--- config.mk ---
export PLATFORM = sky130hd
export DESIGN_NAME = aabb_hit_collector
export DESIGN_NICKNAME = d
export VERILOG_FILES = /design/src/rtl/aabb_hit_collector_pkg.sv /design/src/rtl/hit_result_fifo.sv /design/src/rtl/aabb_hit_collector.sv
export SDC_FILE = /design/constraint.sdc
export NUM_CORES = 1
export LEC_CHECK = 0
export ABC_CLOCK_PERIOD_IN_PS = 4400
export BUFFER_PORTS_ARGS = -buffer_cell sky130_fd_sc_hd__buf_2
export CORE_ASPECT_RATIO = 1.75
export CORE_MARGIN = 4
export CORE_UTILIZATION = 35
export CTS_BUF_LIST = sky130_fd_sc_hd__clkbuf_4
export DETAILED_ROUTE_END_ITERATION = 8
export SYNTH_ARGS = -nofsm -noshare
export SYNTH_HDL_FRONTEND = slang
export SYNTH_SLANG_ARGS = --single-unit
--- constraint.sdc ---
create_clock -name clk -period 4.4 [get_ports clk]
set_clock_uncertainty 0.2 [all_clocks]
set_input_delay 0.88 -clock clk [delete_from_list [all_inputs] [get_ports clk]]
set_output_delay 0.88 -clock clk [all_outputs]
set_load 0.01 [all_outputs]
--- src/rtl/aabb_hit_collector_pkg.sv ---
// Shared types and constants for the AABB hit collector: input result, per-tag
// accumulation entry and the finalised closest-hit record.
`ifndef WIDTH
`define WIDTH 16
`endif
`ifndef Q_BITS
`define Q_BITS 8
`endif
`ifndef TAG_SIZE
`define TAG_SIZE 3
`endif
`ifndef MAX_16
`define MAX_16 16'sh7FFF
`endif

package aabb_hit_collector_pkg;

   localparam int WIDTH    = `WIDTH;
   localparam int Q_BITS   = `Q_BITS;
   localparam int TAG_SIZE = `TAG_SIZE;
   localparam int BOX_W    = 8;
   localparam int NUM_TAGS = 1 << TAG_SIZE;

   localparam logic signed [WIDTH-1:0] COLLECT_NO_HIT = `MAX_16;

   typedef struct packed {
      logic [BOX_W-1:0]        box;
      logic                    ray_hit;
      logic [TAG_SIZE-1:0]     tag;
      logic signed [WIDTH-1:0] tmin;
   } AABB_result;

   typedef struct packed {
      logic [TAG_SIZE-1:0]     tag;
      logic                    hit;
      logic signed [WIDTH-1:0] tmin;
      logic [BOX_W-1:0]        box;
   } ClosestHit;

   typedef struct packed {
      logic [7:0]              count;
      logic                    hit;
      logic signed [WIDTH-1:0] tmin;
      logic [BOX_W-1:0]        box;
   } CollectEntry;

   function automatic CollectEntry entry_reset();
      CollectEntry e;
      e.count = 8'd0;
      e.hit   = 1'b0;
      e.tmin  = COLLECT_NO_HIT;
      e.box   = '0;
      return e;
   endfunction

endpackage

--- src/rtl/hit_result_fifo.sv ---
// Small synchronous FIFO of ClosestHit records. A push into a full FIFO only
// lands when a pop happens on the same edge; otherwise it is discarded.
module hit_result_fifo
   import aabb_hit_collector_pkg::*;
#(
   parameter int DEPTH = 4
) (
   input  logic      clk,
   input  logic      reset,
   input  logic      push,
   input  ClosestHit push_data,
   input  logic      pop,
   output ClosestHit pop_data,
   output logic      full,
   output logic      empty
);

   localparam int AW = $clog2(DEPTH);

   ClosestHit       mem_q [DEPTH];
   logic [AW-1:0]   wr_ptr_q, wr_ptr_d;
   logic [AW-1:0]   rd_ptr_q, rd_ptr_d;
   logic [AW:0]     cnt_q, cnt_d;
   logic            do_push, do_pop;

   assign full     = (cnt_q == (AW+1)'(DEPTH));
   assign empty    = (cnt_q == '0);
   assign pop_data = mem_q[rd_ptr_q];

   always_comb begin
      do_pop   = pop && !empty;
      do_push  = push && (!full || do_pop);
      wr_ptr_d = wr_ptr_q;
      rd_ptr_d = rd_ptr_q;
      cnt_d    = cnt_q;
      if (do_push) wr_ptr_d = wr_ptr_q + 1'b1;
      if (do_pop)  rd_ptr_d = rd_ptr_q + 1'b1;
      if (do_push && !do_pop)      cnt_d = cnt_q + 1'b1;
      else if (!do_push && do_pop) cnt_d = cnt_q - 1'b1;
   end

   always_ff @(posedge clk or negedge reset) begin
      if (!reset) begin
         wr_ptr_q <= '0;
         rd_ptr_q <= '0;
         cnt_q    <= '0;
         for (int i = 0; i < DEPTH; i++) mem_q[i] <= '0;
      end else begin
         wr_ptr_q <= wr_ptr_d;
         rd_ptr_q <= rd_ptr_d;
         cnt_q    <= cnt_d;
         if (do_push) mem_q[wr_ptr_q] <= push_data;
      end
   end

endmodule

--- src/rtl/aabb_hit_collector.sv ---
// Collects AABB test results per ray tag, keeps the nearest hit and emits one
// ClosestHit per tag after BOX_COUNT results. AABB_COLLECT_STATS_EN adds counters.
module aabb_hit_collector
   import aabb_hit_collector_pkg::*;
#(
   parameter int BOX_COUNT = 8,
   parameter int OUT_DEPTH = 4
) (
   input  logic        clk,
   input  logic        reset,
   input  logic        in_valid,
   input  AABB_result  in_result,
   output logic        out_valid,
   input  logic        out_ready,
   output ClosestHit   out_hit,
   output logic        overflow,
   output logic        busy
`ifdef AABB_COLLECT_STATS_EN
   ,
   output logic [31:0] stat_rays,
   output logic [31:0] stat_hits
`endif
);

   localparam logic [7:0] BOX_LIMIT = 8'(BOX_COUNT);

   CollectEntry         table_q [NUM_TAGS];
   CollectEntry         table_d [NUM_TAGS];
   CollectEntry         cur_entry, upd_entry;
   ClosestHit           fin_rec, head;
   logic                fin, push_ok;
   logic                fifo_full, fifo_empty, fifo_pop;
   logic                overflow_q, overflow_d;
   logic [NUM_TAGS-1:0] active;

   // Single-cycle read-modify-write; strict less-than keeps the earlier box on ties.
   always_comb begin
      cur_entry       = table_q[in_result.tag];
      upd_entry       = cur_entry;
      upd_entry.count = cur_entry.count + 8'd1;
      if (in_result.ray_hit && ($signed(in_result.tmin) < $signed(cur_entry.tmin))) begin
         upd_entry.hit  = 1'b1;
         upd_entry.tmin = in_result.tmin;
         upd_entry.box  = in_result.box;
      end
      fin          = in_valid && (upd_entry.count == BOX_LIMIT);
      fin_rec.tag  = in_result.tag;
      fin_rec.hit  = upd_entry.hit;
      fin_rec.tmin = upd_entry.tmin;
      fin_rec.box  = upd_entry.box;
      table_d      = table_q;
      if (in_valid) table_d[in_result.tag] = fin ? entry_reset() : upd_entry;
   end

   always_ff @(posedge clk or negedge reset) begin
      if (!reset) begin
         for (int i = 0; i < NUM_TAGS; i++) table_q[i] <= entry_reset();
         overflow_q <= 1'b0;
      end else begin
         table_q    <= table_d;
         overflow_q <= overflow_d;
      end
   end

   assign fifo_pop   = out_valid && out_ready;
   assign push_ok    = fin && (!fifo_full || fifo_pop);
   assign overflow_d = overflow_q || (fin && fifo_full && !fifo_pop);

   hit_result_fifo #(.DEPTH(OUT_DEPTH)) u_fifo (
      .clk       (clk),
      .reset     (reset),
      .push      (fin),
      .push_data (fin_rec),
      .pop       (fifo_pop),
      .pop_data  (head),
      .full      (fifo_full),
      .empty     (fifo_empty)
   );

   for (genvar gi = 0; gi < NUM_TAGS; gi++) begin : g_active
      assign active[gi] = (table_q[gi].count != 8'd0);
   end

   assign out_valid = !fifo_empty;
   assign out_hit   = fifo_empty ? '0 : head;
   assign overflow  = overflow_q;
   assign busy      = (|active) || !fifo_empty;

`ifdef AABB_COLLECT_STATS_EN
   logic [31:0] stat_rays_q, stat_rays_d;
   logic [31:0] stat_hits_q, stat_hits_d;

   always_comb begin
      stat_rays_d = stat_rays_q;
      stat_hits_d = stat_hits_q;
      if (push_ok) begin
         stat_rays_d = stat_rays_q + 32'd1;
         if (fin_rec.hit) stat_hits_d = stat_hits_q + 32'd1;
      end
   end

   always_ff @(posedge clk or negedge reset) begin
      if (!reset) begin
         stat_rays_q <= '0;
         stat_hits_q <= '0;
      end else begin
         stat_rays_q <= stat_rays_d;
         stat_hits_q <= stat_hits_d;
      end
   end

   assign stat_rays = stat_rays_q;
   assign stat_hits = stat_hits_q;
`else
   logic unused_push_ok;
   assign unused_push_ok = push_ok;
`endif

endmodule

==> impl_results.md <==
* Count leader, synth: dfrtp_1
* Max Cap Viol at 0
* Crit path to: table_q[38]$_DFFE_PN0P_
* Cells on worst reg2reg path at 17
* Slew at the pin closest to its max-slew limit at 0.767 ns
* Post-CTS sizing at 0
* Worst EP required at approximately 4.9 ns
* Area Overhead vs Synth at 17.4%
* Initial antenna violation count at 3
* CTS max path bufs at 3
* Global router's overall resource usage at 19.0%
* Crit Path Class: input pin to flop
* DPL Wire Length at 39.8 mm
* Mapped Cells at roughly 1800
* Worst EP arrival at 4.49 ns
* Synth area leaders: dfrtp_1 33%, dfstp_2 16%, mux2i_1 8.3%
* # DRC at 0
* Syn. warnings at 0
* CP startpoint kind: input pin
* Detail Route Antenna Nets at 0
* Synth Area in Simple Gates at 10.4%
* Slew margin rel. at 48.8%
* Clock latency on the worst-skew pair at 0.85 ns
* Die Span Y at between 300 and 400 um
* Vias in the first global route at 15800
* CTS tree: done
* Root buffer cell: clkbuf_4
* Chip width at approximately 190 um
* Crit path max fanout at 22
* Minimum clock period after layout at 4.02 ns
* Static Leak at 9.99 nW
* Asr flop ratio synth at 100%
* Gpl congestion at 0.850
* Most used DFF post-synth: dfrtp_1
* Clk pin slew, worst setup/hold paths at around 0.080 ns
* Compound-Gate Fraction of Synth Area at 17.2%
* Synth Area in Adders at 1.49%
* Sequential element share of the synthesized area at 49.3%
* IO buf count at 62
* 1st-iter DRT viols at 863
* Largest net degree at the start of global routing at 93
* Synthesized Nets at 1883
* Largest family of logic cells by synthesized area: compound AO/OA/AOI/OAI gates
* Post-synth EDFFs at 0
* Syn Std Cell Area at 19800 um^2
* GRT overflow at 0
* Yosys top cell area share at 33.4%
* Max Fclk at 249 MHz
* DR vias/cell at 5.31
* Fin. max-slew vios at 0
* Top cell types by occurrence after synthesis: 264 x dfrtp_1, 205 x nand2_1, 164 x mux2i_1
* Filler cells at 5402
* WL final at slightly below 60 mm
* Worst reg2reg path startpoint: table_q[188]$_DFFE_PN0P_
* Setup violations, final at 0
* Reg2Reg Setup Slack at 0.41 ns
* Final Hold Viols at 0
* H-tree depth at 3
* R2r endpoint: table_q[38]$_DFFE_PN0P_
* Avg Cell Area, Syn at around 11 um^2
* Power Dens Cells at 564 nW/um^2
* TritonCTS Sinks at 384
* Area leader, netlist: dfrtp_1
* Worst Setup End Kind: flop
* Core area at 56100 um^2
* Netlist cell types at 68
* Max VDD drop at 0.000187 V
* Row cnt at 115
* Flop and latch count out of synthesis at 384
* Ports at 63
* CTS buffer count at 92
* Synth Area in XOR/XNOR at 0.531%
* RSZ-0062 raised after global routing: no
* Layout Utilization at 41.4%
* Fin crit share at 91.4%
* Tot Pwr at 13.1 mW
* First-pass GRT wire length at 90.7 mm
* Drt pass-1 iters at 6
* Crit path launch: in_result[17]
* Min-Delay Path Class: input pin to flop
* Die ar. at 60600 um^2
* Share of cells above drive strength 1 at 33.8%
* DR WL/cell at 20.9 um
* Fin nets at roughly 2000
* Initial Util at 35.3%
* Outcome: finished clean
* Via count at ~15000
* Post-synthesis mux area share at 14.3%
[worst max-delay path: stages]
cell and delay, ns:
buf_4 0.12, buf_12 0.16, mux2i_1 0.33, nor2_1 0.08
a21oi_1 0.15, nor2_1 0.07, a221oi_1 0.32, buf_4 0.18
ha_1 0.16, nand4_1 0.14, nor4_1 0.31, o21ai_0 0.13
o211ai_1 0.20, mux2_2 0.40, buf_12 0.17, o211ai_1 0.09
o21ai_0 0.11, buf_4 0.19, o31ai_1 0.27
[cell families (layout without fill, tap and decap cells)]
kind of cell / Yosys count / count (layout)
multiplexers: 233 / 233
buffers and inverters: 281 / 507
AND/OR/NAND/NOR: 471 / 471
AO/OA/AOI/OAI: 424 / 424
adder cells (fa/ha/maj): 23 / 23
flip-flops: 384 / 384
XOR/XNOR: 12 / 12
other: 0 / 3
[placed cells by master, fill, tap and decap left out, types with 5 or more instances in the layout]
cell type,Yosys,final
dfrtp_1,264,263
nand2_1,205,205
mux2i_1,164,162
nor2_1,161,159
clkbuf_4,0,136
buf_4,8,130
dfstp_2,120,120
inv_1,109,109
a31oi_2,100,100
o31ai_1,97,97
o21ai_0,89,77
buf_2,37,58
buf_12,0,48
a21oi_1,45,45
mux4_2,36,36
and2_1,32,34
ha_1,22,22
nor4_1,20,20
a31oi_1,20,20
mux2_2,17,17
mux2_1,15,15
clkinv_1,0,15
a221oi_1,14,14
o21ai_2,0,13
o22ai_1,10,10
a22oi_1,10,10
o211ai_1,9,9
xnor2_1,8,8
and3_1,7,7
nand3_1,7,7
nand4_1,5,5
[routing by layer]
layer | global-route usage (%) | vias to the layer above | share of wire [%] | wire length [um]
met5 | 0 | - | 0.029 | 17
li1 | - | 6838 | - | -
met4 | 8.93 | 2 | 4.0 | 2320
met1 | 21.2 | 7314 | 38 | 21900
met3 | 2.71 | 138 | 3.6 | 2060
met2 | 35.6 | 357 | 54 | 31500
[worst min-delay path by stage]
stage | from | end | depth (start not counted)
final | out_ready | u_fifo.rd_ptr_q[0]$_DFFE_PN0P_ | 3
after CTS | out_ready | u_fifo.rd_ptr_q[0]$_DFFE_PN0P_ | 3
after detailed placement | table_q[235]$_DFFE_PN0P_ | table_q[235]$_DFFE_PN0P_ | 2
after global routing | out_ready | u_fifo.rd_ptr_q[1]$_DFFE_PN0P_ | 3
after global placement | table_q[156]$_DFFE_PN0P_ | table_q[156]$_DFFE_PN0P_ | 2
after floorplan | table_q[24]$_DFFE_PN0P_ | table_q[24]$_DFFE_PN0P_ | 2
[area by class of cell]
cell class / count / area [um^2] / area share (%)
antenna: 3 / 7.51 / 0.0323
clock inverter: 24 / 116 / 0.500
inverter: 109 / 409 / 1.76
timing repair buffer: 238 / 2250 / 9.69
multi-input combinational: 1163 / 8810 / 37.9
clock buffer: 136 / 1020 / 4.39
tap: 702 / 878 / 3.78
sequential: 384 / 9760 / 42.0
[power by group]
group | total (mW) | leakage (nW) | internal [mW] | switching, mW
logic | 4.56 | 5.03 | 2.08 | 2.48
clock network | 2.90 | 0.683 | 1.42 | 1.48
registers | 5.66 | 4.27 | 4.90 | 0.756
[state kept, by name, indices dropped and copies added (netlist names)]
signal,flops
u_fifo.mem_q,112
overflow,1
u_fifo.rd_ptr_q,2
u_fifo.cnt_q,3
table_q,264
u_fifo.wr_ptr_q,2
[what timing repair did]
item	4_1_cts	5_1_grt
hold buffers	1	0
buffers inserted	0	0
endpoints found under the hold margin	76	0
[stage by stage]
| step | cell area [um^2] | hold WS (ns) | cells | setup WS, ns | TNS (ns) |
|---|---|---|---|---|---|
| global route | 23300 | 0.179 | 2758 | 0.223 | 0 |
| CTS | 23200 | 0.128 | 2756 | 0.416 | 0 |
| floorplan | 20000 | 0.243 | 1828 | 0.00544 | 0 |
| finish | 23300 | 0.204 | 2759 | 0.379 | 0 |
| global placement | 22100 | 0.257 | 2595 | -0.375 | -89.36 |
| detailed placement | 22100 | 0.265 | 2595 | -0.346 | -72.77 |
No activity file was read; power rests on OpenSTA's default activity.
